<file path="src/rtl/t05_header_pkg.sv">
// Constants and state encoding shared by the Huffman header transmitter and receiver.
// The tree is walked in preorder: '0' = internal node, '1' + SYM_W bits = leaf.
package t05_header_pkg;

  localparam int SYM_W         = 8;
  localparam int BITCNT_W      = $clog2(SYM_W);
  localparam int DEF_MAX_DEPTH = 127;
  localparam int DEF_DEPTH_W   = 7;
  localparam int MAX_LEAVES    = 256;
  localparam int LCNT_W        = 9;

  typedef enum logic [2:0] {
    ST_IDLE,
    ST_NODE,
    ST_SYM,
    ST_EMIT,
    ST_DONE,
    ST_ERR
  } state_t;

endpackage

</file>
<file path="src/rtl/t05_last_zero_finder.sv">
// Highest-index zero among path bits below depth; drives the preorder backtrack.
// Single-cycle combinational priority encoder, higher index wins.
module t05_last_zero_finder #(
  parameter int MAX_DEPTH = 127,
  parameter int DEPTH_W   = 7
) (
  input  logic [MAX_DEPTH-1:0] i_path,
  input  logic [DEPTH_W-1:0]   i_depth,
  output logic                 o_found,
  output logic [DEPTH_W-1:0]   o_index
);

  always_comb begin
    o_found = 1'b0;
    o_index = '0;
    for (int k = 0; k < MAX_DEPTH; k++) begin
      if ((DEPTH_W'(k) < i_depth) && !i_path[k]) begin
        o_found = 1'b1;
        o_index = DEPTH_W'(k);
      end
    end
  end

endmodule

</file>
<file path="src/rtl/t05_header_decode.sv">
// Receive side of the Huffman header: rebuilds the tree from the serial preorder
// stream and emits one (symbol, code, length) record per leaf.
module t05_header_decode
  import t05_header_pkg::*;
#(
  parameter int MAX_DEPTH = DEF_MAX_DEPTH,
  parameter int DEPTH_W   = DEF_DEPTH_W
) (
  input  logic                 clk,
  input  logic                 rst,
  input  logic                 start,
  input  logic                 bit_in,
  input  logic                 bit_valid,
  output logic                 bit_ready,
  output logic                 sym_valid,
  output logic [SYM_W-1:0]     sym,
  output logic [MAX_DEPTH-1:0] code,
  output logic [DEPTH_W-1:0]   code_len,
  output logic [LCNT_W-1:0]    leaf_count,
  output logic                 done,
  output logic                 error
);

  state_t                r_state, w_state_nxt;
  logic [MAX_DEPTH-1:0]  r_path;
  logic [DEPTH_W-1:0]    r_depth;
  logic [SYM_W-2:0]      r_shreg;
  logic [BITCNT_W-1:0]   r_bitcnt;
  logic                  r_sym_valid;
  logic [SYM_W-1:0]      r_sym;
  logic [MAX_DEPTH-1:0]  r_code;
  logic [DEPTH_W-1:0]    r_code_len;
  logic [LCNT_W-1:0]     r_leaf_count;

  logic                  w_xfer;
  logic                  w_at_max;
  logic                  w_last_bit;
  logic                  w_leaf_full;
  logic                  w_bt_found;
  logic [DEPTH_W-1:0]    w_bt_idx;
  logic [MAX_DEPTH-1:0]  w_len_mask;
  logic [MAX_DEPTH-1:0]  w_path_bt;

  assign bit_ready   = (r_state == ST_NODE) || (r_state == ST_SYM);
  assign w_xfer      = bit_valid && bit_ready;
  assign w_at_max    = (r_depth == DEPTH_W'(MAX_DEPTH));
  assign w_last_bit  = (r_bitcnt == BITCNT_W'(SYM_W - 1));
  assign w_leaf_full = (r_leaf_count == LCNT_W'(MAX_LEAVES));

  assign sym_valid  = r_sym_valid;
  assign sym        = r_sym;
  assign code       = r_code;
  assign code_len   = r_code_len;
  assign leaf_count = r_leaf_count;
  assign done       = (r_state == ST_DONE);
  assign error      = (r_state == ST_ERR);

  t05_last_zero_finder #(
    .MAX_DEPTH (MAX_DEPTH),
    .DEPTH_W   (DEPTH_W)
  ) u_finder (
    .i_path  (r_path),
    .i_depth (r_depth),
    .o_found (w_bt_found),
    .o_index (w_bt_idx)
  );

  // Backtrack target: keep bits below k, flip bit k to the right branch, drop the rest.
  always_comb begin
    w_len_mask = '0;
    w_path_bt  = '0;
    for (int i = 0; i < MAX_DEPTH; i++) begin
      w_len_mask[i] = (DEPTH_W'(i) < r_depth);
      if (DEPTH_W'(i) < w_bt_idx)
        w_path_bt[i] = r_path[i];
      else
        w_path_bt[i] = (DEPTH_W'(i) == w_bt_idx);
    end
  end

  always_ff @(posedge clk or posedge rst) begin
    if (rst) r_state <= ST_IDLE;
    else     r_state <= w_state_nxt;
  end

  always_comb begin
    w_state_nxt = r_state;
    if (start) begin
      w_state_nxt = ST_NODE;
    end else begin
      case (r_state)
        ST_IDLE: w_state_nxt = ST_IDLE;
        ST_NODE: begin
          if (w_xfer) begin
            if (bit_in)        w_state_nxt = ST_SYM;
            else if (w_at_max) w_state_nxt = ST_ERR;
          end
        end
        ST_SYM: begin
          if (w_xfer && w_last_bit)
            w_state_nxt = w_leaf_full ? ST_ERR : ST_EMIT;
        end
        ST_EMIT: w_state_nxt = w_bt_found ? ST_NODE : ST_DONE;
        ST_DONE: w_state_nxt = ST_DONE;
        ST_ERR:  w_state_nxt = ST_ERR;
        default: w_state_nxt = ST_IDLE;
      endcase
    end
  end

  // Record outputs load on the 8th symbol bit so they are visible during EMIT.
  always_ff @(posedge clk or posedge rst) begin
    if (rst) begin
      r_path       <= '0;
      r_depth      <= '0;
      r_shreg      <= '0;
      r_bitcnt     <= '0;
      r_sym_valid  <= 1'b0;
      r_sym        <= '0;
      r_code       <= '0;
      r_code_len   <= '0;
      r_leaf_count <= '0;
    end else begin
      r_sym_valid <= 1'b0;
      if (start) begin
        r_path       <= '0;
        r_depth      <= '0;
        r_bitcnt     <= '0;
        r_leaf_count <= '0;
      end else begin
        case (r_state)
          ST_NODE: begin
            if (w_xfer) begin
              if (bit_in) begin
                r_bitcnt <= '0;
              end else if (!w_at_max) begin
                for (int i = 0; i < MAX_DEPTH; i++)
                  if (DEPTH_W'(i) == r_depth) r_path[i] <= 1'b0;
                r_depth <= r_depth + 1'b1;
              end
            end
          end
          ST_SYM: begin
            if (w_xfer) begin
              r_shreg  <= {r_shreg[SYM_W-3:0], bit_in};
              r_bitcnt <= r_bitcnt + 1'b1;
              if (w_last_bit && !w_leaf_full) begin
                r_sym_valid  <= 1'b1;
                r_sym        <= {r_shreg, bit_in};
                r_code       <= r_path & w_len_mask;
                r_code_len   <= r_depth;
                r_leaf_count <= r_leaf_count + 1'b1;
              end
            end
          end
          ST_EMIT: begin
            if (w_bt_found) begin
              r_path  <= w_path_bt;
              r_depth <= w_bt_idx + 1'b1;
            end
          end
          default: ;
        endcase
      end
    end
  end

endmodule

</file>
<file path="config.mk">
export PLATFORM = sky130hd
export DESIGN_NAME = t05_header_decode
export DESIGN_NICKNAME = d
export VERILOG_FILES = /design/src/rtl/t05_header_pkg.sv /design/src/rtl/t05_last_zero_finder.sv /design/src/rtl/t05_header_decode.sv
export SDC_FILE = /design/constraint.sdc
export NUM_CORES = 1
export LEC_CHECK = 0
export ABC_AREA = 1
export CAP_MARGIN = 5
export CORE_AREA = 2 2 225 227
export CTS_BUF_LIST = sky130_fd_sc_hd__clkbuf_4
export DETAILED_ROUTE_END_ITERATION = 8
export DIE_AREA = 0 0 227 229
export DONT_BUFFER_PORTS = 1
export PLACE_DENSITY = 0.63
export SLEW_MARGIN = 20
export SYNTH_ARGS = -nofsm -noshare
export SYNTH_HDL_FRONTEND = slang
export SYNTH_SLANG_ARGS = --single-unit
</file>
<file path="constraint.sdc">
create_clock -name clk -period 12.9 [get_ports clk]
set_input_delay 1.935 -clock clk [delete_from_list [all_inputs] [get_ports clk]]
set_output_delay 1.935 -clock clk [all_outputs]
set_load 0.03 [all_outputs]
</file>
=== After elaboration in Yosys (flattened, before gate mapping) ===
Cells that the tools add are included.

* Word-level logic and storage cells: 1857
* Input port bits: 5
* Register bits after elaboration: 299
* Output and inout bits: 155

* Add/subtract/negate cells: 4
* Bitwise logic cells: 2
* Magnitude comparators: 254
* Mux-type cells: 540
* Eq/ne operators: 522
* Reduce and logical (&&, ||, !) cells: 399

{| class="wikitable"
|+ Operator list
! operator !! count
|-
| $reduce_and 7->1 || 127
|-
| $eq 7x7->1 const A || 126
|-
| $lt 7x7->1 const A || 126
|-
| $mux 127 || 5
|-
| $mux 7 || 68
|-
| $eq 6x7->1 const A || 64
|-
| $lt 6x7->1 const A || 64
|-
| $ne 3x3->1 const B || 133
|-
| $mux 1 || 386
|-
| $ne 3x2->1 const B || 128
|-
| $pmux 127 s2 || 1
|-
| $eq 5x7->1 const A || 32
|-
| $lt 5x7->1 const A || 32
|-
| $mux 6 || 32
|-
| $logic_and 1x1->1 || 130
|-
| $logic_not 1->1 || 128
|-
| $and 127x127->127 || 1
|-
| $eq 4x7->1 const A || 16
|-
| $lt 4x7->1 const A || 16
|-
| $mux 5 || 16
|-
| $eq 3x7->1 const A || 8
|-
| $lt 3x7->1 const A || 8
|-
| $mux 3 || 15
|-
| $mux 9 || 4
|-
| other kinds (26) || 55
|}

=== Depth between registers and ports, before layout ===
Gate-level depths: netlist of run 1.

* Depth after elaboration: 133
* Depth in mapped cells: 141

=== Modules after synthesis ===
From an unflattened synthesis of run 1, not the netlist that was laid out.

* Cells, all modules: 3138
* Area total of the unflattened synthesis: 20256.9 um^2

{| class="wikitable"
|+ Modules (own cells, without submodules)
! module !! cells an instance !! instances !! seq. area each (um^2) !! area an instance (um^2)
|-
| t05_header_decode || 2437 || 1 || 7482.2 || 17042.6
|-
| t05_last_zero_finder || 701 || 1 || 0.0 || 3214.3
|}

=== Worst setup path before layout of run 1 ===
Ideal clock, no wire load.

* Path type: register -> register
* From: register r_depth[1]
* To: register r_depth[6]
* Stages on the path, launching flop included: 141
* Library setup time: 0.136 ns
* Arrival: 7.321 ns
* Path slack: 5.443 ns
* Buffers on the path: 1
* Cell sequence: dfrtp_1 buf_4 nand2_2 nand2_2 o21bai_2 nand2_1 nand2_1 nand2_1 nand2_1 nand2_1 nand2_1 nand2_1 nand2_1 nand2_1 nand2_1 nand2_1 nand2_1 nand2_1 [... 105 more ...] nand2_1 nand2_1 nand2_1 nand2_1 nand2_2 nand2_4 nand3_1 nand2_1 ha_1 inv_1 nor2_1 nand2_1 nor2_1 inv_1 nor2_1 a21oi_1 o21ai_0 o21ai_0

* Longest elaborated chain between the ends: 132

{| class="wikitable"
|+ Ends and longest elaborated chain
! what !! RTL line !! RTL
|-
| from (decl) || t05_header_decode.sv:26 || <nowiki>logic [DEPTH_W-1:0] r_depth;</nowiki>
|-
| from (signal assigned) || t05_header_decode.sv:139 || <nowiki>r_depth <= r_depth + 1'b1;</nowiki>
|-
| from (signal assigned) || t05_header_decode.sv:159 || <nowiki>r_depth <= w_bt_idx + 1'b1;</nowiki>
|-
| $lt 1x7->1 || t05_last_zero_finder.sv:17 || <nowiki>if ((DEPTH_W'(k) < i_depth) && !i_path[k]) begin</nowiki>
|-
| $logic_and 1x1->1 || t05_last_zero_finder.sv:17 ||
|-
| $mux 1 || t05_last_zero_finder.sv:17 ||
|-
| $mux 2 (2 in a row) || t05_last_zero_finder.sv:17 ||
|-
| $mux 3 (4 in a row) || t05_last_zero_finder.sv:17 ||
|-
| $mux 4 (8 in a row) || t05_last_zero_finder.sv:17 ||
|-
| $mux 5 (16 in a row) || t05_last_zero_finder.sv:17 ||
|-
| $mux 6 (32 in a row) || t05_last_zero_finder.sv:17 ||
|-
| $mux 7 (63 in a row) || t05_last_zero_finder.sv:17 ||
|-
| $add 7x1->7 || t05_header_decode.sv:159 ||
|-
| $mux 7 || t05_header_decode.sv:157 || <nowiki>if (w_bt_found) begin</nowiki>
|-
| $pmux 7 s2 || t05_header_decode.sv:131 || <nowiki>case (r_state)</nowiki>
|-
| $mux 7 || t05_header_decode.sv:125 || <nowiki>if (start) begin</nowiki>
|}

Several ways; a longest one is shown, not always the timed one. The select of a mux whose other input is x is not followed.
A chain may end at the register's enable or synchronous reset.

=== Worst setup path after layout of run 1 ===
* From: register r_depth[2]
* To: register r_path[116]

* Longest elaborated chain between the ends: 133

{| class="wikitable"
|+ Ends and longest elaborated chain
! what !! RTL line !! RTL
|-
| branches (longest 133 deep; another with $lt 1x7->1) || n/a ||
|-
| to (signal assigned) || t05_header_decode.sv:158 || <nowiki>r_path <= w_path_bt;</nowiki>
|-
| to (decl) || t05_header_decode.sv:25 || <nowiki>logic [MAX_DEPTH-1:0] r_path;</nowiki>
|}

Parallel ways; which one is timed is not known. The select of a mux whose other input is x is not followed.

==> results.toml, run 1 <==
[routing]
firstDrtPassIters = 6
ant_nets = 0
vias = 21000
post_drt_via_cell_ratio = 6.05
wl_per_cell_um = 32.3
routed_wl_um = 112000
drc = 0
first_iter_violations = 3059

[logic_synthesis]
ys_ff_latch = 299
netlist_area_mm2 = 0.0181
syn_area_per_cell_um2 = 6.76
synth_cells = 2682
ys_types = 49
async_reset_ff_frac = 1.00
synth_edf_count = 0
yosys_warnings = 0
synth_flop_cell = "dfrtp_1"
ys_seq_area_frac = 0.413
synth_fp_nets = 2693

[setup_path]
cp_common_cell = "nand2_1"
cp-end-kind = "register"
required_ns = 13.68
path_max_fanout = 14
start_kind = "register"
path_class = "register to register"
critical_path.max_stage_delay_ns = 0.82
arrival_ns = 11.18
crit_path_top_delay_cell = "nor2_1"

[grt]
globalRouteTotalUtil = 0.430
grt_pass1_wl_um = 154000
antenna_found_initial = 3
grt_max_degree = 112
grt_overflow = 0
first_global_vias = 19600

[place]
dp_hpwl_um = 84000
dp_slack_ns = 2.99
gp_congestion = 1.08
portBuffers = 0

[die]
start_util = 0.365
rows = 82
dieHeight_um = 229
die_w_um = 227
core_area_mm2 = 0.0497
boundaryPins = 160
die_area_mm2 = 0.0520

[clocking]
cts_tree = "done"
cts_num_sinks = 299
clock_latency_ns = 0.89
cts_hold_buf = 0
htreeDepth = 3
clk_pin_slew_worst_paths_ns = 0.07
post_cts_buffers = 0
numCtsBuffers = 90
cts_root_buf = "clkbuf_4"
cts_resized = 0
cts_buffer_depth = 3

[min_path]
hold_class = "register to register"

[sta]
maxSlewViolCount = 0
setup_violations = 0
finalCriticalPeriod_ns = 10.39
slew_headroom = 0.198
finalHoldViolations = 0
max_freq_mhz = 96.2
min_period_over_period = 0.806
rsz0062_at_grt = "no"
worst_slew_pin_slew_ns = 1.20
setup-tns-final_ns = 0
skew_ns = 0.0591
layout_setup_ws_ns = 2.51

[finish]
drive_above_1_share = 0.0894
fillers = 5416
synthToLayoutAreaGrowth_pct = 10.8
nets = 2736

[status]
status = "complete, no violations"

[run]
drv_cap = 0
==> path summary, 6_finish.rpt <==
check,start,endpoint,slack [ns],cells past startpoint
min,r_shreg[6]$_DFFE_PP0P_,sym[7]$_DFFE_PP0P_,0.48,2
min reg2reg,r_shreg[6]$_DFFE_PP0P_,sym[7]$_DFFE_PP0P_,0.48,2
max reg2reg,r_depth[2]$_DFFE_PP0P_,r_path[116]$_DFFE_PP0P_,2.51,125
max,r_depth[2]$_DFFE_PP0P_,r_path[116]$_DFFE_PP0P_,2.51,125
max in group asynchronous,rst,r_path[122]$_DFFE_PP0P_,9.68,3
min in group asynchronous,rst,r_shreg[6]$_DFFE_PP0P_,0.98,1
==> layout by cell type (no fill, tap or decap), types with 7 or more instances in the layout <==
cell type,count
nand2_1,931
nand4_1,20
inv_2,17
or2_2,17
nor2_2,8
dfrtp_1,299
nor3_1,25
clkbuf_4,124
a21oi_1,96
o22ai_1,10
o21ai_0,236
nor2_1,241
nand3b_1,46
clkinv_1,34
nand3_1,212
diode_2,7
nor2_4,9
o21ai_1,41
o211ai_1,13
inv_1,245
buf_4,47
a31oi_1,21
nor4_1,8
o31ai_1,35
==> layout make-up <==
type | instances | area (um2) | share of cell area
Timing Repair Buffer | 48 | 364 | 0.0181
Sequential cell | 299 | 7480 | 0.372
Antenna cell | 7 | 17.5 | 0.000872
Clock inverter | 38 | 186 | 0.00928
Inverter | 268 | 1020 | 0.0508
Clock buffer | 124 | 931 | 0.0463
Tap cell | 672 | 841 | 0.0418
Multi-Input combinational cell | 2018 | 9260 | 0.461
==> worst max-delay path, delay by kind of cell, from the launching register on <==
kind / cells / cell delay (ns)
buf+inv: 2 / 0.74
flops: 1 / 0.60
simple gates: 123 / 8.96
==> cells in the mapped netlist, types with 2 or more instances <==
master    number  area [um2]
nor2_8         3        60.1
o211ai_1      13        97.6
o22ai_1       10        62.6
a22o_1         3        26.3
nand2_2        6        37.5
nand3_1      212        1060
o21ai_0      236        1180
ha_1           6        75.1
nor2_4         7        78.8
a211oi_1       6        45.0
o21ai_1       41         205
nor3_1        26         130
a21oi_1       96         480
clkbuf_1      78         293
a31oi_1       21         131
dfrtp_1      299        7480
nand3_2        2        20.0
a22oi_1        2        15.0
nand3b_1      46         345
or2_2         17         106
o31ai_1       35         263
clkinv_1       6        22.5
buf_1          5        18.8
o21bai_1       4        30.0
nor4b_1        2        17.5
buf_2          7        35.0
nor2_1       245         920
inv_2         14        52.6
nand4_1       20         125
buf_4          5        37.5
nand2_1      931        3490
inv_1        247         927
nand2_4        3        33.8
nor4_1         8        50.1
nor2_2         6        37.5
==> per-layer routing <==
metal  routed length, um  share of wire  global-route usage  vias up
met5                  13        0.00012                   0        -
li1                    -              -                   -     8885
met4                8360          0.074               0.286        2
met2               43600           0.39               0.569     1568
met1               45700           0.41               0.587    10200
met3               14600           0.13               0.143      360
==> stage by stage <==
| stage | area (um2) | instances | hold WS [ns] | utilization |
|---|---|---|---|---|
| after CTS | 20100 | 3467 | 0.475 | 0.404 |
| after detailed placement | 19000 | 3305 | 0.460 | 0.382 |
| after global placement | 19000 | 3305 | 0.466 | 0.382 |
| after global routing | 20100 | 3468 | 0.520 | 0.404 |
| final | 20100 | 3474 | 0.479 | 0.405 |
| after floorplan | 18100 | 2682 | 0.450 | - |
==> cell families after synthesis <==
family                   after synthesis  share of synthesized area
AND/OR/NAND/NOR                     1537                      0.361
XOR/XNOR                               1                   0.000483
AO/OA/AOI/OAI                        474                      0.143
buffers and inverters                365                     0.0783
flip-flops                           299                      0.413
adder cells (fa/ha/maj)                6                    0.00414
==> registers in the layout, indices dropped and copies added, names as in the netlist <==
| signal | flops |
|---|---|
| code_len | 7 |
| r_shreg | 7 |
| r_path | 127 |
| sym_valid | 1 |
| leaf_count | 9 |
| code | 127 |
| r_state | 3 |
| r_depth | 7 |
| sym | 8 |
| r_bitcnt | 3 |
Power of run 1 is not shown: default switching activity piles up to over one toggle a cycle in this logic, so the estimate is an artifact.
==> inputs of run 2 (changes only) <==
==> constraint.sdc (replaced) <==
create_clock -name clk -period 10.6 [get_ports clk]
set_input_delay 1.59 -clock clk [delete_from_list [all_inputs] [get_ports clk]]
set_output_delay 1.59 -clock clk [all_outputs]
set_load 0.03 [all_outputs]
==> results.toml, run 2 (synthesized netlist as in run 1, its figures left out) <==
[status]
status = "complete, no violations"

[sta]
min_period_over_period = 0.883
setup_violations = 0
finalHoldViolations = 0
finalCriticalPeriod_ns = 9.36
maxSlewViolCount = 0
rsz0062_at_grt = "no"
worst_slew_pin_slew_ns = 1.23
slew_headroom = 0.172
max_freq_mhz = 107
skew_ns = 0.0640
setup-tns-final_ns = 0

[routing]
routed_wl_um = 113000
post_drt_via_cell_ratio = 6.02
firstDrtPassIters = 7
ant_nets = 0
wl_per_cell_um = 32.2
vias = 21200
drc = 0
first_iter_violations = 3083

[finish]
nets = 2780
mostFrequentLayoutCells = "nand2_1 (931), dfrtp_1 (298), inv_1 (245)"
synthToLayoutAreaGrowth_pct = 13.0
drive_above_1_share = 0.106
final_common_cell = "nand2_1"

[clocking]
clock_latency_ns = 0.89
cts_root_buf = "clkbuf_4"
htreeDepth = 3
cts_tree = "done"
numCtsBuffers = 88
clk_pin_slew_worst_paths_ns = 0.08
cts_buffer_depth = 3
cts_num_sinks = 299

[grt]
grt_overflow = 0
first_global_vias = 19500
grt_pass1_wl_um = 154000
antenna_found_initial = 9
globalRouteTotalUtil = 0.432
grt_max_degree = 158

[place]
portBuffers = 0
gp_congestion = 1.09
dp_hpwl_um = 86900

[setup_path]
path_class = "register to register"
critical_path.max_stage_delay_ns = 0.42
crit_path_top_delay_cell = "dfrtp_1"
path_max_fanout = 13
start_kind = "register"
cp_common_cell = "nand2_1"
arrival_ns = 10.12
required_ns = 11.35
r2r_slack_ns = 1.24
cp-end-kind = "register"

[run]
drv_cap = 0

[die]
dieHeight_um = 229
start_util = 0.365
boundaryPins = 160
core_area_mm2 = 0.0497
rows = 82
die_w_um = 227
die_area_mm2 = 0.0520

[min_path]
hold_class = "register to register"
==> run 2: worst paths after layout <==
check | startpoint | end | cells past startpoint
setup / recovery | r_depth[6]$_DFFE_PP0P_ | r_depth[6]$_DFFE_PP0P_ | 133
hold / removal | r_shreg[6]$_DFFE_PP0P_ | sym[7]$_DFFE_PP0P_ | 2
setup reg to reg | r_depth[6]$_DFFE_PP0P_ | r_depth[6]$_DFFE_PP0P_ | 133
hold reg to reg | r_shreg[6]$_DFFE_PP0P_ | sym[7]$_DFFE_PP0P_ | 2
max in group asynchronous | rst | r_path[123]$_DFFE_PP0P_ | 2
min in group asynchronous | rst | sym[5]$_DFFE_PP0P_ | 1
==> run 2: repair_timing <==
action                                  CTS  global route
endpoints found under the hold margin     0             0
endpoints found under the setup margin    0             1
buffers inserted                          0             4
hold buffers                              0             0
resized for setup                         0             2
==> run 2: cell type report <==
cell class	instances	area [um2]
Antenna cell	4	10.0
Clock buffer	126	946
Clock inverter	34	178
Fill cell	5457	29200
Inverter	268	1020
Multi-Input combinational cell	2018	9260
Sequential cell	299	7480
Tap cell	672	841
Timing Repair Buffer	94	743
==> run 2: critical path, delay by kind of cell (launching register included) <==
family | cells | cell delay, ns
buffers and inverters | 3 | 0.39
DFF | 1 | 0.42
adders and majority gates | 1 | 0.18
and+or+nand+nor | 125 | 7.79
AOI/OAI and AO/OA | 4 | 0.48
==> run 2: routing by layer <==
metal  vias up  GRT usage  routed length, um
met5         -          0                 22
met1     10200      0.599              46500
met3       328      0.123              13800
li1       8962          -                  -
met4         2      0.289               8150
met2      1641      0.578              44700
==> run 2: metrics by stage <==
step           hold slack, ns  instances  area (um2)  setup WS, ns   util
6_report                0.481       3515       20500          1.24  0.412
5_1_grt                 0.506       3512       20500        0.0644  0.412
4_1_cts                 0.487       3507       20400          1.33  0.411
3_5_place_dp            0.473       3347       19300          1.38  0.389
3_3_place_gp            0.468       3347       19300          1.09  0.389
2_1_floorplan           0.450       2682       18100         0.749      -
Power of run 2 is left out for the same reason.
